**config.mk**
```make
export PLATFORM = sky130hd
export DESIGN_NAME = pb_event_gen
export DESIGN_NICKNAME = d
export VERILOG_FILES = /design/src/rtl/pb_pkg.sv /design/src/rtl/pb_chan.sv /design/src/rtl/pb_event_gen.sv
export SDC_FILE = /design/constraint.sdc
export NUM_CORES = 1
export LEC_CHECK = 0
export ABC_AREA = 1
export CAP_MARGIN = 20
export CORE_MARGIN = 8
export CORE_UTILIZATION = 40
export CTS_BUF_LIST = sky130_fd_sc_hd__clkbuf_16
export CTS_CLUSTER_DIAMETER = 80
export DETAILED_ROUTE_END_ITERATION = 12
export DONT_BUFFER_PORTS = 1
export GPL_ROUTABILITY_DRIVEN = 1
export GPL_TIMING_DRIVEN = 0
export PLACE_DENSITY = 0.56
export SYNTH_ARGS = -nofsm -noshare
export SYNTH_HDL_FRONTEND = slang
export SYNTH_SLANG_ARGS = --single-unit
```
**constraint.sdc**
```tcl
create_clock -name clk -period 2.1 [get_ports clk]
set_input_delay 0.21 -clock clk [delete_from_list [all_inputs] [get_ports clk]]
set_output_delay 0.21 -clock clk [all_outputs]
set_load 0.005 [all_outputs]
```
**src/rtl/pb_pkg.sv**
```systemverilog
// Shared definitions for the push-button event generator.
// Holds the per-channel FSM state encoding and the helper that sizes
// counters so they can hold their terminal value without wrapping.
package pb_pkg;

  typedef enum logic [1:0] {
    PB_IDLE = 2'd0,
    PB_HELD = 2'd1,
    PB_LONG = 2'd2
  } pb_state_t;

  // Bits needed to represent 0..max_val inclusive.
  function automatic int pb_cnt_w(input int max_val);
    return $clog2(max_val + 1);
  endfunction

endpackage

```
**src/rtl/pb_chan.sv**
```systemverilog
// One push-button channel: synchroniser, debounce filter, hold/repeat FSM.
// Ports:
//   clk, rst_n   clock and asynchronous active-low reset
//   pb_raw       raw asynchronous button pin
//   level        debounced state, 1 = pressed regardless of pin polarity
//   pressed      one-cycle pulse when a press is accepted
//   released     one-cycle pulse when a release is accepted
//   long_press   one-cycle pulse once per hold, LONG_CYC after press acceptance
//   repeat_pls   one-cycle pulse every REPEAT_CYC after long_press while held
//   was_long     qualifies released: 1 if long_press fired during that hold
module pb_chan
  import pb_pkg::*;
#(
  parameter int SYNC_STAGES  = 2,
  parameter int DEBOUNCE_CYC = 16,
  parameter int LONG_CYC     = 50_000_000,
  parameter int REPEAT_CYC   = 10_000_000,
  parameter int REPEAT_EN    = 1,
  parameter int ACTIVE_LOW   = 1
) (
  input  logic clk,
  input  logic rst_n,
  input  logic pb_raw,
  output logic level,
  output logic pressed,
  output logic released,
  output logic long_press,
  output logic repeat_pls,
  output logic was_long
);

  if (SYNC_STAGES < 2 || DEBOUNCE_CYC < 1 || LONG_CYC < 1 || REPEAT_CYC < 1) begin : g_param_chk
    $error("pb_chan: illegal parameters (SYNC_STAGES>=2, *_CYC>=1 required)");
  end

  localparam int DB_W     = pb_cnt_w(DEBOUNCE_CYC);
  localparam int HOLD_MAX = (LONG_CYC > REPEAT_CYC) ? LONG_CYC : REPEAT_CYC;
  localparam int HOLD_W   = pb_cnt_w(HOLD_MAX);
  localparam logic IDLE_PIN = (ACTIVE_LOW != 0);

  // Terminal values are one below the cycle count: the edge that would
  // make the counter equal *_CYC is the edge that fires the event.
  localparam logic [DB_W-1:0]   DB_LAST   = DB_W'(DEBOUNCE_CYC - 1);
  localparam logic [HOLD_W-1:0] LONG_LAST = HOLD_W'(LONG_CYC - 1);
  localparam logic [HOLD_W-1:0] REP_LAST  = HOLD_W'(REPEAT_CYC - 1);

  logic [SYNC_STAGES-1:0] sync_p0;
  logic                   s_p1;
  logic [DB_W-1:0]        db_cnt;
  logic [DB_W-1:0]        db_cnt_nxt;
  logic [HOLD_W-1:0]      hold_cnt;
  logic [HOLD_W-1:0]      hold_cnt_nxt;
  pb_state_t              state;
  pb_state_t              state_nxt;
  logic                   differ;
  logic                   accept;
  logic                   press_acc;
  logic                   rel_acc;
  logic                   long_hit;
  logic                   rep_hit;
  logic                   pressed_nxt;
  logic                   released_nxt;
  logic                   long_nxt;
  logic                   rep_nxt;
  logic                   was_long_nxt;

  // ---- stage p0: synchroniser, preset to the idle pin level ----
  always_ff @(posedge clk or negedge rst_n) begin
    if (!rst_n) sync_p0 <= {SYNC_STAGES{IDLE_PIN}};
    else        sync_p0 <= {sync_p0[SYNC_STAGES-2:0], pb_raw};
  end

  // ---- stage p1: polarity-normalised sample and debounce decision ----
  assign s_p1      = sync_p0[SYNC_STAGES-1] ^ IDLE_PIN;
  assign differ    = (s_p1 != level);
  assign accept    = differ && (db_cnt == DB_LAST);
  assign press_acc = accept && !level;
  assign rel_acc   = accept && level;
  assign db_cnt_nxt = (!differ || accept) ? '0 : db_cnt + 1'b1;

  // Next-state: release acceptance pre-empts any timer expiry that cycle.
  always_comb begin
    state_nxt    = state;
    hold_cnt_nxt = hold_cnt;
    long_hit     = 1'b0;
    rep_hit      = 1'b0;
    case (state)
      PB_IDLE: begin
        if (press_acc) begin
          state_nxt    = PB_HELD;
          hold_cnt_nxt = '0;
        end
      end
      PB_HELD: begin
        if (rel_acc) begin
          state_nxt    = PB_IDLE;
          hold_cnt_nxt = '0;
        end else if (hold_cnt == LONG_LAST) begin
          state_nxt    = PB_LONG;
          hold_cnt_nxt = '0;
          long_hit     = 1'b1;
        end else begin
          hold_cnt_nxt = hold_cnt + 1'b1;
        end
      end
      PB_LONG: begin
        if (rel_acc) begin
          state_nxt    = PB_IDLE;
          hold_cnt_nxt = '0;
        end else if (REPEAT_EN != 0) begin
          if (hold_cnt == REP_LAST) begin
            hold_cnt_nxt = '0;
            rep_hit      = 1'b1;
          end else begin
            hold_cnt_nxt = hold_cnt + 1'b1;
          end
        end
      end
      default: begin
        state_nxt    = PB_IDLE;
        hold_cnt_nxt = '0;
      end
    endcase
  end

  // Output decode feeding the registered pulses.
  always_comb begin
    pressed_nxt  = press_acc;
    released_nxt = rel_acc;
    long_nxt     = long_hit;
    rep_nxt      = rep_hit;
    was_long_nxt = rel_acc && (state == PB_LONG);
  end

  // ---- stage p2: registered state, level and event pulses ----
  always_ff @(posedge clk or negedge rst_n) begin
    if (!rst_n) begin
      state      <= PB_IDLE;
      hold_cnt   <= '0;
      db_cnt     <= '0;
      level      <= 1'b0;
      pressed    <= 1'b0;
      released   <= 1'b0;
      long_press <= 1'b0;
      repeat_pls <= 1'b0;
      was_long   <= 1'b0;
    end else begin
      state      <= state_nxt;
      hold_cnt   <= hold_cnt_nxt;
      db_cnt     <= db_cnt_nxt;
      level      <= level ^ accept;
      pressed    <= pressed_nxt;
      released   <= released_nxt;
      long_press <= long_nxt;
      repeat_pls <= rep_nxt;
      was_long   <= was_long_nxt;
    end
  end

endmodule

```
**src/rtl/pb_event_gen.sv**
```systemverilog
// Multi-channel push-button conditioner: N_BTN independent pb_chan
// instances, each turning a raw pin into debounced level plus
// press/release/long-press/auto-repeat pulses.
// Ports:
//   clk, rst_n   clock and asynchronous active-low reset
//   pb_raw       raw asynchronous button pins
//   level        debounced state per channel, 1 = pressed
//   pressed      press-accepted pulses
//   released     release-accepted pulses
//   long_press   long-hold pulses
//   repeat_pls   auto-repeat pulses
//   was_long     per-channel qualifier of released
module pb_event_gen
  import pb_pkg::*;
#(
  parameter int N_BTN        = 4,
  parameter int SYNC_STAGES  = 2,
  parameter int DEBOUNCE_CYC = 16,
  parameter int LONG_CYC     = 50_000_000,
  parameter int REPEAT_CYC   = 10_000_000,
  parameter int REPEAT_EN    = 1,
  parameter int ACTIVE_LOW   = 1
) (
  input  logic             clk,
  input  logic             rst_n,
  input  logic [N_BTN-1:0] pb_raw,
  output logic [N_BTN-1:0] level,
  output logic [N_BTN-1:0] pressed,
  output logic [N_BTN-1:0] released,
  output logic [N_BTN-1:0] long_press,
  output logic [N_BTN-1:0] repeat_pls,
  output logic [N_BTN-1:0] was_long
);

  for (genvar g = 0; g < N_BTN; g++) begin : g_chan
    pb_chan #(
      .SYNC_STAGES (SYNC_STAGES),
      .DEBOUNCE_CYC(DEBOUNCE_CYC),
      .LONG_CYC    (LONG_CYC),
      .REPEAT_CYC  (REPEAT_CYC),
      .REPEAT_EN   (REPEAT_EN),
      .ACTIVE_LOW  (ACTIVE_LOW)
    ) u_chan (
      .clk       (clk),
      .rst_n     (rst_n),
      .pb_raw    (pb_raw[g]),
      .level     (level[g]),
      .pressed   (pressed[g]),
      .released  (released[g]),
      .long_press(long_press[g]),
      .repeat_pls(repeat_pls[g]),
      .was_long  (was_long[g])
    );
  end

endmodule

```
==> impl_metrics.toml <==
[outcome]
status = "finished with violations"
failed_checks = "DRC, hold timing"

[power_and_ir_drop]
switching_share = 0.286
pwr-share-clk = 0.407
power_frac_seq = 0.429
peakVddDrop_mv = 0.491
p_switching_mw = 2.17
power.leakage_nw = 6.04
power_frac_comb = 0.164
power_density_mw_per_mm2 = 588
cell_internal_pwr_mw = 5.43

[placement]
dpl.hpwl_um = 18700
gp_congestion = 0.896
portBuffers = 0
placed_area_mm2 = 0.0112
dp_cells = 1891

[timing]
slew_headroom = 0.735
fin_worst_skew_ns = 0.0112
slew_violations = 0
min_period_over_period = 0.966
fin_tns_setup_ns = 0
fmaxAchievable_ghz = 0.493
min_period_ns = 2.03
grt_setup_unrepaired = "yes"
setup_viol = 0
tightest_slew_ns = 0.394
hold_viol = 164
worst_hold_slack_ns = -0.523

[synth]
syn_avg_cell_area_um2 = 6.94
syn_inst = 1550
netlist_area_mm2 = 0.0108
synth_top_family_by_area = "simple AND/OR/NAND/NOR gates"
synth_simple_gate_area_frac = 0.404
synth_compound_area_frac = 0.0316
syn-num-nets = 1591
synth_fa_ha_area_frac = 0.0407
yosys_register_bits = 164
synth-seq-area-share = 0.382
muxShareOfSynthArea = 0
yosysWarnings = 0
synth_xor_area_frac = 0.0415
yosys.cell_types.count = 38

[layout]
drive_gt1_frac = 0.179
final_cell_area_mm2 = 0.0129
area_delta_synth_final_pct = 20.2
final_cells = 1984
nFillCells = 2637
fin_nets = 1671
num_antenna_cells = 0

[route]
drtAntennaViolNets = 0
num_vias = 9706
vias_per_cell = 4.89
drc = 2
wl_per_cell_um = 13.7
drt_wl_total_um = 27100
first_pass_iters = 9
drt_iter0_markers = 572

[clock_network]
cts_max_path_buffers = 2
cts_tree = "done"
clockRootBuffer = "clkbuf_16"
htreeDepth = 4
worstSkewPairLatency_ns = 0.43
clk_pin_slew_ns = 0.07
ctsHoldBuffers = 4
cts_sinks = 164
cts_made_buffers = 17

[critical_path]
start_kind = "flop"
crit_type = "flop to flop"
cp.required_ns = 2.47
endpoint_kind = "flop"
reg2reg_depth = 14
path_max_fanout = 5
crit_family = "simple AND/OR/NAND/NOR gates"
slowest_delay_ns = 0.36
worst-path-buf-inv = 3
r2r_start = "g_chan[3].u_chan.db_cnt[1]"
r2r-end = "g_chan[3].u_chan.hold_cnt[19]"
cp.depth = 14
slowest_stage = "dfrtp_1"
cp.arrival_ns = 2.40
r2r_slack_ns = 0.07
path_cells = "ha_2 > nand2_2 > nor2_2 > ha_2 > inv_2 > nor2_4 > ha_4 > nor2_4 > inv_2 > nand2_4 > buf_4 > a21oi_1 > nand3_2 > nand2_1"

[grt]
track_usage = 0.168
grt_overflow = 0
grt_pass1_vias = 9413
grt_pass1_wl_um = 46100
grt_antenna_before_repair = 0
grt_max_degree = 165

[die]
rows = 60
start_util = 0.404
io_pins = 30
core_mm2 = 0.0267
die_w_um = 180
dieArea_mm2 = 0.0324
die_h_um = 180

[min_path]
hp-class = "primary input to async pin"

[job]
cap_violations = 0
[how the worst max path moves through the flow]
stage	from	end
3_5_place_dp	g_chan[1].u_chan.db_cnt[0]	g_chan[1].u_chan.hold_cnt[22]
4_1_cts	g_chan[1].u_chan.db_cnt[0]	g_chan[1].u_chan.hold_cnt[12]
6_report	g_chan[3].u_chan.db_cnt[1]	g_chan[3].u_chan.hold_cnt[19]
3_3_place_gp	g_chan[0].u_chan.db_cnt[0]	g_chan[0].u_chan.hold_cnt[12]
5_1_grt	g_chan[3].u_chan.db_cnt[1]	g_chan[3].u_chan.hold_cnt[23]
2_1_floorplan	g_chan[3].u_chan.db_cnt[0]	g_chan[3].u_chan.hold_cnt[23]
[logic make-up after synthesis]
| group | Yosys count |
|---|---|
| AOI/OAI and AO/OA | 59 |
| xor gates and xnor gates | 51 |
| adders and majority gates | 35 |
| buffers and inverters | 236 |
| DFF | 164 |
| and+or+nand+nor | 1005 |
[through the flow]
stage	setup WS [ns]	hold WS, ns	total power, mW	util
after floorplan	-0.0240	-0.0856	3.84	-
after CTS	0.00166	-0.537	7.34	0.453
after detailed placement	-0.522	-0.0733	4.05	0.420
final	0.0724	-0.523	7.60	0.485
after global placement	-0.492	-0.0745	4.05	0.420
after global routing	-0.0524	-0.544	7.97	0.485
[layout by cell type, fill, tap and decap left out, drive strengths merged]
| master | n |
|---|---|
| nand2 | 531 |
| nor2 | 265 |
| inv | 188 |
| dfrtp | 156 |
| nand3 | 137 |
| buf | 101 |
| xor2 | 43 |
| ha | 35 |
| nand4 | 31 |
| clkbuf | 28 |
| a21oi | 24 |
| nor3 | 19 |
| o21ai | 17 |
| xnor2 | 8 |
| dfstp | 8 |
| nor3b | 6 |
| clkinv | 6 |
| or2 | 5 |
| o21bai | 5 |
| nor4 | 4 |
| nand3b | 4 |
| o2111ai | 4 |
| dlygate4sd3 | 4 |
| o22ai | 3 |
| and2 | 3 |
| a31oi | 3 |
| a31o | 2 |
| a21boi | 1 |
| clkinvlp | 1 |
| bufinv | 1 |
[registers in the layout, indices dropped and copies added (netlist names)]
| name | flops |
|---|---|
| g_chan.u_chan.state | 8 |
| g_chan.u_chan.pressed | 4 |
| g_chan.u_chan.long_press | 4 |
| g_chan.u_chan.db_cnt | 20 |
| g_chan.u_chan.repeat_pls | 4 |
| g_chan.u_chan.level | 4 |
| g_chan.u_chan.released | 4 |
| g_chan.u_chan.was_long | 4 |
| g_chan.u_chan.sync_p0 | 8 |
| g_chan.u_chan.hold_cnt | 104 |
[synthesized netlist by cell type, drive strengths merged]
master / n / share of area
a21boi: 1 / 0.00070
a21oi: 24 / 0.011
a31o: 2 / 0.0016
a31oi: 3 / 0.0017
and2: 3 / 0.0017
buf: 46 / 0.033
clkbuf: 9 / 0.0041
dfrtp: 156 / 0.36
dfstp: 8 / 0.020
ha: 35 / 0.041
inv: 181 / 0.063
nand2: 531 / 0.19
nand3: 137 / 0.071
nand3b: 4 / 0.0028
nand4: 31 / 0.018
nor2: 265 / 0.099
nor3: 19 / 0.011
nor3b: 6 / 0.0042
nor4: 4 / 0.0023
o2111ai: 4 / 0.0033
o21ai: 17 / 0.0079
o21bai: 5 / 0.0035
o22ai: 3 / 0.0017
or2: 5 / 0.0029
xnor2: 8 / 0.0065
xor2: 43 / 0.035
[metal layers]
layer  vias up  routed length [um]  GRT usage
li1       4981                   -          -
met1      4528               12800      0.221
met2       170               13200      0.285
met3        27                 856     0.0258
met4         0                 320     0.0423
met5         -                   0          0
[timing repair]
| action | CTS | global route |
|---|---|---|
| setup endpoints to repair | 102 | 107 |
| pin swaps | 11 | 47 |
| resized for setup | 53 | 109 |
| hold endpoints to repair | 168 | 164 |
| gates cloned | 1 | 8 |
| buffers inserted | 16 | 37 |
[power by group through the flow]
stage               sequential [mW]  combinational (mW)  clock [mW]
detailed placement             3.32               0.729           0
CTS                            3.26               0.893        3.19
global route                   3.27                1.38        3.33
finish                         3.26                1.24        3.09
global placement               3.32               0.730           0
floorplan                      3.31               0.533           0
[worst register-to-register path, delay by kind of cell (launching register included)]
family                     cells  cell delay [ns]
buffers and inverters          3             0.29
adders and majority gates      3             0.55
DFF                            1             0.36
AOI/OAI and AO/OA              1             0.16
and+or+nand+nor                7             0.60
[layout make-up]
type                            instances  area (um2)  share of cell area
Clock buffer                           17         425              0.0329
Timing Repair Buffer                   66         673              0.0521
Buffer                                 50         447              0.0345
Clock inverter                         15         144              0.0111
Inverter                              181         712              0.0551
Tap cell                              341         427              0.0330
Sequential cell                       164        4110               0.318
Multi-Input combinational cell       1150        5990               0.463
No activity file was read; power rests on OpenSTA's default activity.
